<file path="config.mk">
export PLATFORM = sky130hd
export DESIGN_NAME = booth_r4_multiplier
export DESIGN_NICKNAME = d
export VERILOG_FILES = /design/src/rtl/booth_r4_multiplier.sv
export SDC_FILE = /design/constraint.sdc
export NUM_CORES = 1
export LEC_CHECK = 0
export BUFFER_PORTS_ARGS = -buffer_cell sky130_fd_sc_hd__buf_2
export CAP_MARGIN = 25
export CORE_MARGIN = 2
export CORE_UTILIZATION = 40
export DETAILED_ROUTE_END_ITERATION = 6
export SETUP_SLACK_MARGIN = 0.5
export SYNTH_ARGS = -nofsm -noshare
export SYNTH_HDL_FRONTEND = slang
export SYNTH_SLANG_ARGS = --single-unit
</file>
<file path="constraint.sdc">
create_clock -name clk -period 3.65 [get_ports clk]
set_clock_uncertainty 0.15 [all_clocks]
set_input_delay 0.9125 -clock clk [delete_from_list [all_inputs] [get_ports clk]]
set_output_delay 0.9125 -clock clk [all_outputs]
set_load 0.02 [all_outputs]
</file>
<file path="src/rtl/booth_r4_multiplier.sv">
// Sequential radix-4 Booth multiplier with a generic operand width.
// One Booth digit (two multiplier bits) is retired per clock. Operands are
// widened by two bits at accept time (sign- or zero-extended), so a single
// signed datapath serves both signed and unsigned transactions. The product
// register is loaded only on the completion edge, and done pulses for one
// cycle at that point.
module booth_r4_multiplier #(
    parameter int WIDTH = 8
) (
    input  logic                 clk,
    input  logic                 reset,
    input  logic                 start,
    input  logic                 is_signed,
    input  logic [WIDTH-1:0]     multiplicand,
    input  logic [WIDTH-1:0]     multiplier,
    output logic [2*WIDTH-1:0]   product,
    output logic                 busy,
    output logic                 done
);

    // Extended operand width, width of the adder, and full accumulator width.
    localparam int EXT_W = WIDTH + 2;
    localparam int SUM_W = WIDTH + 4;
    localparam int ACC_W = 2 * WIDTH + 4;
    // Number of Booth digits, and the counter width needed to hold it.
    localparam int N_DIGITS = (WIDTH + 2) / 2;
    localparam int CNT_W = $clog2(N_DIGITS + 1);

    localparam logic [CNT_W-1:0] CNT_START = CNT_W'(N_DIGITS);
    localparam logic [CNT_W-1:0] CNT_ONE   = CNT_W'(1);

    // Operand widths that are odd or too narrow are rejected at elaboration.
    generate
        if ((WIDTH < 4) || ((WIDTH % 2) != 0)) begin : g_bad_width
            $error("booth_r4_multiplier: WIDTH must be even and at least 4");
        end
    endgenerate

    typedef enum logic [1:0] {
        ST_IDLE = 2'd0,
        ST_RUN  = 2'd1,
        ST_DONE = 2'd2
    } state_t;

    // Widen an operand by two bits: sign-extend in signed mode, else zero-extend.
    function automatic logic [EXT_W-1:0] extend_operand(
        input logic [WIDTH-1:0] value,
        input logic             sign_mode
    );
        logic fill;
        fill = sign_mode & value[WIDTH-1];
        return {fill, fill, value};
    endfunction

    // Select the Booth multiple for one digit {b1, b0, b-1}; range is -2M..+2M.
    function automatic logic [SUM_W-1:0] booth_multiple(
        input logic [2:0]       digit_bits,
        input logic [SUM_W-1:0] m
    );
        logic [SUM_W-1:0] result;
        logic [SUM_W-1:0] m_x2;
        m_x2 = {m[SUM_W-2:0], 1'b0};
        case (digit_bits)
            3'b000, 3'b111: result = {SUM_W{1'b0}};
            3'b001, 3'b010: result = m;
            3'b011:         result = m_x2;
            3'b100:         result = {SUM_W{1'b0}} - m_x2;
            3'b101, 3'b110: result = {SUM_W{1'b0}} - m;
            default:        result = {SUM_W{1'b0}};
        endcase
        return result;
    endfunction

    state_t             state_r;
    state_t             next_state_s;

    // Latched, extended multiplicand.
    logic [EXT_W-1:0]   mcand_r;
    // Accumulator: upper EXT_W bits hold the running partial sum, lower EXT_W
    // bits start as the extended multiplier and fill with product bits as the
    // pair shifts right.
    logic [ACC_W-1:0]   acc_r;
    logic               y_m1_r;
    logic [CNT_W-1:0]   cnt_r;

    logic [2*WIDTH-1:0] product_r;
    logic               busy_r;
    logic               done_r;

    logic               accept_s;
    logic               finish_s;
    logic               last_s;
    logic [EXT_W-1:0]   hi_s;
    logic [EXT_W-1:0]   lo_s;
    logic [SUM_W-1:0]   m_wide_s;
    logic [SUM_W-1:0]   hi_wide_s;
    logic [SUM_W-1:0]   sum_s;
    logic [ACC_W-1:0]   acc_step_s;
    logic               y_m1_step_s;

    assign product = product_r;
    assign busy    = busy_r;
    assign done    = done_r;

    // One Booth step: add the selected multiple into the upper half, then
    // arithmetic-shift the accumulator/multiplier pair right by two.
    always_comb begin
        hi_s        = acc_r[ACC_W-1:EXT_W];
        lo_s        = acc_r[EXT_W-1:0];
        m_wide_s    = {{2{mcand_r[EXT_W-1]}}, mcand_r};
        hi_wide_s   = {{2{hi_s[EXT_W-1]}}, hi_s};
        sum_s       = hi_wide_s + booth_multiple({lo_s[1:0], y_m1_r}, m_wide_s);
        // sum_s >>> 2 always fits back in EXT_W bits, so the top two bits drop.
        acc_step_s  = {sum_s[SUM_W-1:2], sum_s[1:0], lo_s[EXT_W-1:2]};
        y_m1_step_s = lo_s[1];
        last_s      = (cnt_r == CNT_ONE);
    end

    // Next-state decode; accept in IDLE or DONE, finish on the last digit.
    always_comb begin
        next_state_s = state_r;
        accept_s     = 1'b0;
        finish_s     = 1'b0;
        case (state_r)
            ST_IDLE: begin
                if (start) begin
                    accept_s     = 1'b1;
                    next_state_s = ST_RUN;
                end else begin
                    next_state_s = ST_IDLE;
                end
            end
            ST_RUN: begin
                if (last_s) begin
                    finish_s     = 1'b1;
                    next_state_s = ST_DONE;
                end else begin
                    next_state_s = ST_RUN;
                end
            end
            ST_DONE: begin
                if (start) begin
                    accept_s     = 1'b1;
                    next_state_s = ST_RUN;
                end else begin
                    next_state_s = ST_IDLE;
                end
            end
            default: begin
                next_state_s = ST_IDLE;
            end
        endcase
    end

    // State register.
    always_ff @(posedge clk or posedge reset) begin
        if (reset) begin
            state_r <= ST_IDLE;
        end else begin
            state_r <= next_state_s;
        end
    end

    // Datapath: load operands on accept, iterate one digit per cycle in RUN.
    always_ff @(posedge clk or posedge reset) begin
        if (reset) begin
            mcand_r <= {EXT_W{1'b0}};
            acc_r   <= {ACC_W{1'b0}};
            y_m1_r  <= 1'b0;
            cnt_r   <= {CNT_W{1'b0}};
        end else if (accept_s) begin
            mcand_r <= extend_operand(multiplicand, is_signed);
            acc_r   <= {{EXT_W{1'b0}}, extend_operand(multiplier, is_signed)};
            y_m1_r  <= 1'b0;
            cnt_r   <= CNT_START;
        end else if (state_r == ST_RUN) begin
            acc_r   <= acc_step_s;
            y_m1_r  <= y_m1_step_s;
            cnt_r   <= cnt_r - CNT_ONE;
        end else begin
            mcand_r <= mcand_r;
            acc_r   <= acc_r;
            y_m1_r  <= y_m1_r;
            cnt_r   <= cnt_r;
        end
    end

    // Registered outputs: product only moves on completion; busy mirrors RUN.
    always_ff @(posedge clk or posedge reset) begin
        if (reset) begin
            product_r <= {(2*WIDTH){1'b0}};
            busy_r    <= 1'b0;
            done_r    <= 1'b0;
        end else begin
            if (finish_s) begin
                product_r <= acc_step_s[2*WIDTH-1:0];
            end else begin
                product_r <= product_r;
            end
            busy_r <= (next_state_s == ST_RUN);
            done_r <= finish_s;
        end
    end

endmodule

</file>
Word level (Yosys, flattened, before mapping)

Index checks and enable logic that the tools add are counted.

Register bits after elaboration: 53
Bits of input ports: 20
Output and inout port bits: 18
Word-level logic and storage cells: 46

Add/sub/neg operators: 4
Equal/unequal tests: 11
Multiplexer cells: 14
Bitwise logic cells: 2
Reduce and logical (&&, ||, !) cells: 7

Operator list:

| operator                                                            | count |
|---|---|
| 12-bit case mux with 5 select lines                                 | 1 |
| 20-bit 2-to-1 mux                                                   | 2 |
| 12-bit adder                                                        | 1 |
| 3-bit == test, second input constant                                | 4 |
| 1-bit by 10-bit subtractor with 11-bit output, first input constant | 1 |
| 1-bit by 9-bit subtractor with 10-bit output, first input constant  | 1 |
| 2-bit OR reduction                                                  | 4 |
| 1-bit 2-to-1 mux                                                    | 7 |
| 3-bit by 1-bit == test with 1-bit output, second input constant     | 2 |
| 3-bit by 2-bit == test with 1-bit output, second input constant     | 2 |
| 3-bit 2-to-1 mux                                                    | 2 |
| 2-bit by 1-bit == test with 1-bit output, second input constant     | 2 |
| 2-bit case mux with 2 select lines                                  | 1 |
| 3-bit zero test                                                     | 1 |
| 3-bit by 1-bit subtractor with 3-bit output, second input constant  | 1 |
| 1-bit AND                                                           | 2 |
| 2-bit == test, second input constant                                | 1 |
| 2-bit zero test                                                     | 1 |
| 2-bit 2-to-1 mux                                                    | 1 |
| 2-bit nonzero test                                                  | 1 |

Longest topological paths before layout

Gate-level depths: netlist of the first run.

Depth in word-level cells: 6
Depth in mapped cells: 13
Depth with buffers taken out: 13

Worst setup path after synthesis of the first run

No wires, ideal clock.

Kind: register to register
Start: register mcand_r[0]
End: register acc_r[16]
Library setup time: 0.122 ns
Arrival: 2.697 ns
Data required time: 3.378 ns
Setup slack: 0.681 ns
Stages on the path, launching flop included: 13
Cell sequence: dfrtp_1 -> inv_1 -> ha_1 -> nor3b_4 -> nand2_1 -> xnor2_2 -> o22ai_1 -> or3_1 -> ha_1 -> o21ai_0 -> a211oi_1 -> or3_1 -> a32o_1

Longest elaborated chain between the ends: 5

RTL lines:

| what                                                                                                                 | line   | source |
|---|---|---|
| from (decl)                                                                                                          | 78     | `logic [EXT_W-1:0] mcand_r;` |
| from (signal assigned)                                                                                               | 167    | `mcand_r <= {EXT_W{1'b0}};` |
| from (signal assigned)                                                                                               | 172    | `mcand_r <= extend_operand(multiplicand, is_signed);` |
| from (signal assigned)                                                                                               | 181    | `mcand_r <= mcand_r;` |
| 1-bit by 10-bit subtractor with 11-bit output / 1-bit by 9-bit subtractor with 10-bit output (equally long branches) | 67, 68 |  |
| 12-bit case mux with 5 select lines (*)                                                                              | 63     | `case (digit_bits)` |
| 12-bit adder (*)                                                                                                     | 112    | `sum_s = hi_wide_s + booth_multiple({lo_s[1:0], y_m1_r}, m_wide_s);` |
| 20-bit 2-to-1 mux (*)                                                                                                | 176    | `end else if (state_r == ST_RUN) begin` |
| 20-bit 2-to-1 mux (*)                                                                                                | 171    | `end else if (accept_s) begin` |
| to (signal assigned)                                                                                                 | 173    | `acc_r <= {{EXT_W{1'b0}}, extend_operand(multiplier, is_signed)};` |
| to (signal assigned)                                                                                                 | 177    | `acc_r <= acc_step_s;` |
| to (signal assigned)                                                                                                 | 182    | `acc_r <= acc_r;` |
| to (decl)                                                                                                            | 82     | `logic [ACC_W-1:0] acc_r;` |

Mark *: on every way between the ends. The rest lies on a longest branch, timed or not. The select of a mux whose other input is x is not followed.
A chain may end at the register's enable or synchronous reset.

Worst setup path in the final report of the first run

Start: register mcand_r[1]
End: register acc_r[16]

Same word-level chain as after synthesis.

==> impl_metrics.env, run 1 <==
export IMPL_synth_warnings=0
export IMPL_cts_sinks=53
export IMPL_vias=2648
export IMPL_die_y_um=92.3
export IMPL_muxShareOfSynthArea=0.0132
export IMPL_synth_edff_count=0
export IMPL_cp_depth=13
export IMPL_placeableCoreArea_um2=7650
export IMPL_track_usage=0.177
export IMPL_die_area_um2=8520
export IMPL_drtPass1Iterations=4
export IMPL_clockRootBuffer="clkbuf_8"
export IMPL_wl_um=7280
export IMPL_crit_slowest_cell="dfrtp_1"
export IMPL_cts_hold_buf=0
export IMPL_syn_area_um2=3120
export IMPL_min_path_type="flip-flop to flip-flop"
export IMPL_h_tree_depth=2
export IMPL_crit_chain="inv_2, ha_4, nor3b_4, nor2_1, xor2_1, o211ai_1, o21ai_1, ha_1, a21o_1, nor2_4, a211oi_2, or3_1, a32o_1"
export IMPL_hold_violations=0
export IMPL_reg2reg_depth=13
export IMPL_antenna_cells=0
export IMPL_synth_compound_area_frac=0.191
export IMPL_fill_cells=756
export IMPL_io_pins=38
export IMPL_critPathArrivalTime_ns=3.05
export IMPL_multi_input_area_um2=1710
export IMPL_ant_nets=0
export IMPL_synth_seq_cells=53
export IMPL_drt_iter0_drc=132
export IMPL_endpoint="acc_r[16]"
export IMPL_avgSynthCellArea_um2=8.45
export IMPL_crit_path_max_fanout=4
export IMPL_ys_types=50
export IMPL_grt_pass1_wl_um=12100
export IMPL_route_detailed_drc=0
export IMPL_synth_top_family_by_area="simple AND/OR/NAND/NOR gates"
export IMPL_worst_setup_path_type="flip-flop to flip-flop"
export IMPL_synth_top_flop_cell="dfrtp_1"
export IMPL_syn_inst=369
export IMPL_clk_pin_slew_ns=0.10
export IMPL_syn_nets=404
export IMPL_gp_routability_congestion=0.903
export IMPL_path_buf_inv=1
export IMPL_report_final_slew_viol_count=0
export IMPL_synthArstFlopShare=1.00
export IMPL_grt_max_degree=39
export IMPL_worstReg2RegStart="mcand_r[1]"
export IMPL_die_w_um=92.3
export IMPL_routedWlPerCell_um=14.4
export IMPL_cpLargestDelayFamily="compound AO/OA/AOI/OAI gates"
export IMPL_regArea_um2=1330
export IMPL_place_port_buffers=37
export IMPL_ys_seq_area_frac=0.425
export IMPL_grt_pass1_vias=2560
export IMPL_fin_tns_setup_ns=0
export IMPL_cp_required_ns=3.71
export IMPL_rows=32
export IMPL_reg2reg_to="acc_r[16]"
export IMPL_cp_start_kind="flip-flop"
export IMPL_rsz0062_at_grt="yes"
export IMPL_maxCapViolCount=0
export IMPL_synth_adder_area_share=0.0626
export IMPL_cts_tree="built"
export IMPL_cts_max_path_buffers=2
export IMPL_setup_viol=0
export IMPL_worstSetupEndpointType="flip-flop"
export IMPL_final_min_clock_period_ns=3.00
export IMPL_hp_start="product[9]"
export IMPL_max_slew_margin=0.498
export IMPL_synth_xor_area_frac=0.0441
export IMPL_mostFrequentLayoutCells="nand2_1 (96), dfrtp_1 (52), buf_2 (37)"
export IMPL_fmax_mhz=334
export IMPL_nets=439
export IMPL_slowest_delay_ns=0.41
export IMPL_outcome="completed"
export IMPL_startpoint="mcand_r[1]"
export IMPL_drive_gt1_frac=0.195
export IMPL_syn2layout_area_growth_pct=14.9
export IMPL_grt_overflow_total=0
export IMPL_viasPerCell=5.22
export IMPL_synthSimpleGateAreaFrac=0.211
export IMPL_dp_hpwl_um=5200
export IMPL_cts_buffers_inserted=5
export IMPL_period_share=0.821
export IMPL_reg2reg_slack_ns=0.65
export IMPL_initial_utilization=0.408
export IMPL_tightest_slew_ns=0.751
export IMPL_insertion_delay_ns=0.31
export IMPL_final_common_cell="nand2_1"
export IMPL_antenna_found_initial=0
## per-stage QoR
stage | hold slack [ns] | area [um^2] | instances | util | setup WS (ns)
final | 0.332 | 3580 | 507 | 0.469 | 0.653
after global routing | 0.365 | 3580 | 507 | 0.469 | 0.475
after CTS | 0.336 | 3480 | 503 | 0.455 | 0.498
after detailed placement | 0.306 | 3370 | 493 | 0.441 | 0.408
after global placement | 0.305 | 3370 | 493 | 0.441 | 0.542
after floorplan | 0.300 | 3120 | 369 | - | 0.681
## synth_stat cells (all sizes together), types with 6 or more instances
cell type / count / area, um^2
a22oi: 9 / 67.6
nand3: 9 / 45.0
ha: 14 / 175
a21oi: 20 / 100
dfrtp: 53 / 1330
clkbuf: 13 / 48.8
o21ai: 38 / 190
buf: 8 / 53.8
nor2: 17 / 63.8
inv: 15 / 56.3
xnor2: 8 / 85.1
nor2b: 6 / 37.5
xor2: 6 / 52.6
nand2: 96 / 360
## tightest hold or removal path, delay by kind of cell (launching register included)
family,cells,cell delay (ns)
compound gates,1,0.06
flops,1,0.35
simple gates,1,0.04
## timing repair
| item | 4_1_cts | 5_1_grt |
|---|---|---|
| pin swaps | 0 | 4 |
| gates cloned | 0 | 0 |
| gates resized for setup | 1 | 20 |
| setup endpoints to repair | 5 | 8 |
| setup buffers | 2 | 4 |
## cell type report
class	count	share of cell area
clock inverter	2	0.00419
clock buffer	6	0.0203
timing repair buffer	49	0.0768
multi-input combinational	279	0.476
inverter	16	0.0168
tap	102	0.0356
sequential	53	0.370
## per-layer routing
metal  GRT usage  routed length [um]
met1       0.240                3340
met3      0.0252                 243
met2       0.298                3610
met4      0.0460                  91
met5           0                   0
## cell families (layout without fill, tap and decap cells)
group	after synthesis	in the layout
AO/OA/AOI/OAI	98	98
XOR/XNOR	14	14
multiplexers	4	4
AND/OR/NAND/NOR	148	148
buffers and inverters	37	73
adder cells (fa/ha/maj)	15	15
flip-flops	53	53
## worst min-delay path by stage
stage / cells past startpoint / endpoint
2_1_floorplan: 2 / cnt_r[1]
3_3_place_gp: 2 / product[5]
3_5_place_dp: 2 / product[4]
4_1_cts: 2 / product[2]
5_1_grt: 2 / product[0]
6_report: 2 / product[9]
## flip-flops by register name (all words and copies together), names as in the netlist
register,cells
cnt_r,3
state_r,2
done,1
mcand_r,9
acc_r,20
product,16
busy,1
y_m1_r,1
Power of run 1 is left out: the tool's default activity adds up to more than one toggle a clock period on the data nets, which glitch-free logic cannot reach.
==> run 2: changes to the inputs <==
--- a/config.mk
+++ b/config.mk
@@ -5,6 +5,7 @@
 export SDC_FILE = /design/constraint.sdc
 export NUM_CORES = 1
 export LEC_CHECK = 0
+export ABC_AREA = 1
 export BUFFER_PORTS_ARGS = -buffer_cell sky130_fd_sc_hd__buf_2
 export CAP_MARGIN = 25
 export CORE_MARGIN = 2
==> constraint.sdc (replaced) <==
create_clock -name clk -period 3.02 [get_ports clk]
set_clock_uncertainty 0.15 [all_clocks]
set_input_delay 0.755 -clock clk [delete_from_list [all_inputs] [get_ports clk]]
set_output_delay 0.755 -clock clk [all_outputs]
set_load 0.02 [all_outputs]
==> run 2 against run 1 <==
Core utilization increased by 3.4 points. Sequential cell count is the same. Global-route usage increased by 0.40 points. Die area is 0.35% lower. Non-clock buffer count decreased by 3. First-iteration DRC count increased by 47%. Routed wire length increased by 2.5%. Critical path depth rose by 1. Worst setup slack got worse by 0.12 ns. Highest routed layer unchanged.
==> impl_metrics.env, run 2 <==
export IMPL_cts_buffers_inserted=5
export IMPL_tightest_slew_ns=0.612
export IMPL_place_port_buffers=37
export IMPL_syn2layout_area_growth_pct=23.1
export IMPL_cp_required_ns=3.08
export IMPL_grt_pass1_wl_um=12400
export IMPL_syn_inst=406
export IMPL_fmax_mhz=403
export IMPL_synth_top_cell_area_share=0.427
export IMPL_ys_types=33
export IMPL_final_common_cell="nand2_1"
export IMPL_maxCapViolCount=0
export IMPL_worstReg2RegStart="mcand_r[0]"
export IMPL_rsz0062_at_grt="yes"
export IMPL_reg2reg_depth=14
export IMPL_track_usage=0.181
export IMPL_period_share=0.822
export IMPL_yosys_area_top_type="dfrtp_1"
export IMPL_routedWlPerCell_um=13.5
export IMPL_worstSetupEndpointType="flip-flop"
export IMPL_final_area_um2=3820
export IMPL_io_pins=38
export IMPL_syn_nets=441
export IMPL_h_tree_depth=2
export IMPL_die_area_um2=8490
export IMPL_avgSynthCellArea_um2=7.65
export IMPL_syn_area_um2=3110
export IMPL_cpLargestDelayFamily="simple AND/OR/NAND/NOR gates"
export IMPL_die_y_um=92.1
export IMPL_mostFrequentLayoutCells="nand2_1 (109), dfrtp_1 (53), inv_1 (47)"
export IMPL_synth_most_common_cell="nand2_1"
export IMPL_drive_gt1_frac=0.273
export IMPL_critPathArrivalTime_ns=2.54
export IMPL_route_detailed_drc=0
export IMPL_cpMostUsedCell="ha_4"
export IMPL_dp_hpwl_um=5290
export IMPL_cts_max_path_buffers=2
export IMPL_synthArstFlopShare=1.00
export IMPL_grt_pass1_vias=2663
export IMPL_setup_viol=0
export IMPL_drtPass1Iterations=4
export IMPL_drt_iter0_drc=194
export IMPL_vias=2770
export IMPL_largest_reg_flops=20
export IMPL_wl_um=7470
export IMPL_reg2reg_to="product[14]"
export IMPL_final_min_clock_period_ns=2.48
export IMPL_reg2reg_slack_ns=0.54
export IMPL_initial_utilization=0.408
export IMPL_min_path_type="input pin to asynchronous set/reset pin"
export IMPL_yosys_top_cells_count="nand2_1 (128), inv_1 (56), dfrtp_1 (53), nand3_1 (37), nor2_1 (20)"
export IMPL_gp_routability_congestion=0.945
export IMPL_rows=32
export IMPL_crit_path_max_fanout=5
export IMPL_worst_setup_path_type="flip-flop to flip-flop"
export IMPL_nets=486
export IMPL_path_buf_inv=2
export IMPL_slowest_delay_ns=0.38
export IMPL_clk_pin_slew_ns=0.10
export IMPL_placeableCoreArea_um2=7610
export IMPL_outcome="completed"
export IMPL_cts_sinks=53
export IMPL_top_register="acc_r"
export IMPL_stdcell_count=553
export IMPL_antenna_found_initial=0
export IMPL_grt_overflow_total=0
export IMPL_cp_start_kind="flip-flop"
export IMPL_max_slew_margin=0.592
export IMPL_ant_nets=0
export IMPL_synth_area_leaders="dfrtp_1 (43%), nand2_1 (15%), inv_1 (6.8%)"
export IMPL_die_w_um=92.1
export IMPL_cts_tree="built"
export IMPL_place_area_um2=3390
export IMPL_grt_max_degree=33
export IMPL_crit_chain="inv_2, ha_4, nand2_4, nor2_4, xor2_1, inv_1, a21oi_2, nand2_2, ha_4, a21oi_4, nand3_2, or2_1, nand3_1, nand2_1"
export IMPL_clockRootBuffer="clkbuf_8"
export IMPL_synth_edff_count=0
export IMPL_dp_cells=538
export IMPL_viasPerCell=5.01
export IMPL_hold_violations=0
export IMPL_synth_top_flop_cell="dfrtp_1"
export IMPL_crit_slowest_cell="dfrtp_1"
export IMPL_synth_warnings=0
export IMPL_fin_tns_setup_ns=0
export IMPL_insertion_delay_ns=0.31
export IMPL_ys_seq_area_frac=0.427
export IMPL_synth_seq_cells=53
export IMPL_report_final_slew_viol_count=0
export IMPL_antenna_cells=0
## run 2: changes by cell type after synthesis, sizes merged, moves of 8 or more
cell | previous run | this run
nand2 | 96 | 131
nand4 | 0 | 10
nand3 | 9 | 38
clkbuf | 13 | 1
o21ai | 38 | 27
o221ai | 1 | 11
a21oi | 20 | 10
inv | 15 | 61
a22oi | 9 | 1
## run 2: worst reg2reg max path, cell delays in order (launching register included)
cell     delay, ns
dfrtp_1       0.38
inv_2         0.10
ha_4          0.16
nand2_4       0.05
nor2_4        0.14
xor2_1        0.15
inv_1         0.08
a21oi_2       0.15
nand2_2       0.09
ha_4          0.29
a21oi_4       0.18
nand3_2       0.09
or2_1         0.25
nand3_1       0.07
nand2_1       0.05
## run 2: routing by layer
metal / GRT usage / vias up / routed length [um]
met4: 0.0609 / 0 / 88
met1: 0.246 / 1307 / 3510
li1: - / 1400 / -
met5: 0 / - / 0
met2: 0.298 / 55 / 3620
met3: 0.0230 / 8 / 257
## run 2: worst max path at each step
stage	start	cells past startpoint	endpoint	slack, ns
floorplan	mcand_r[0]	14	acc_r[14]	0.59
global placement	mcand_r[0]	14	product[14]	0.43
detailed placement	mcand_r[1]	14	product[14]	0.37
CTS	mcand_r[1]	16	product[14]	0.49
global route	mcand_r[0]	16	acc_r[14]	0.35
finish	mcand_r[0]	14	product[14]	0.54
## run 2: logic make-up (layout without fill, tap and decap cells)
family	after synthesis	count (layout)	synth area share
fa+ha+maj	15	15	0.0628
compound gates	53	53	0.102
xor+xnor	6	6	0.0169
simple gates	208	208	0.297
flops	53	53	0.427
buf+inv	71	116	0.0942
## run 2: metrics by stage
step                setup WS [ns]  hold WS (ns)  utilization
floorplan                   0.590         0.306            -
global placement            0.435         0.311        0.445
detailed placement          0.369         0.314        0.445
CTS                         0.489         0.327        0.468
global route                0.350         0.355        0.503
finish                      0.536         0.316        0.503
## run 2: final cells by class
cell class / instances / area (um^2)
fill: 766 / 3780
multi-input combinational: 282 / 1750
sequential: 53 / 1330
timing repair buffer: 46 / 265
inverter: 63 / 245
tap: 102 / 128
clock buffer: 5 / 68.8
clock inverter: 2 / 38.8
## run 2: repair_timing
action / in CTS / in global routing
gates cloned: 0 / 0
buffers inserted: 0 / 8
setup endpoints to repair: 8 / 14
pin swaps: 1 / 33
hold buffers: 0 / 0
resized for setup: 10 / 54
Power of run 2 is left out for the same reason.
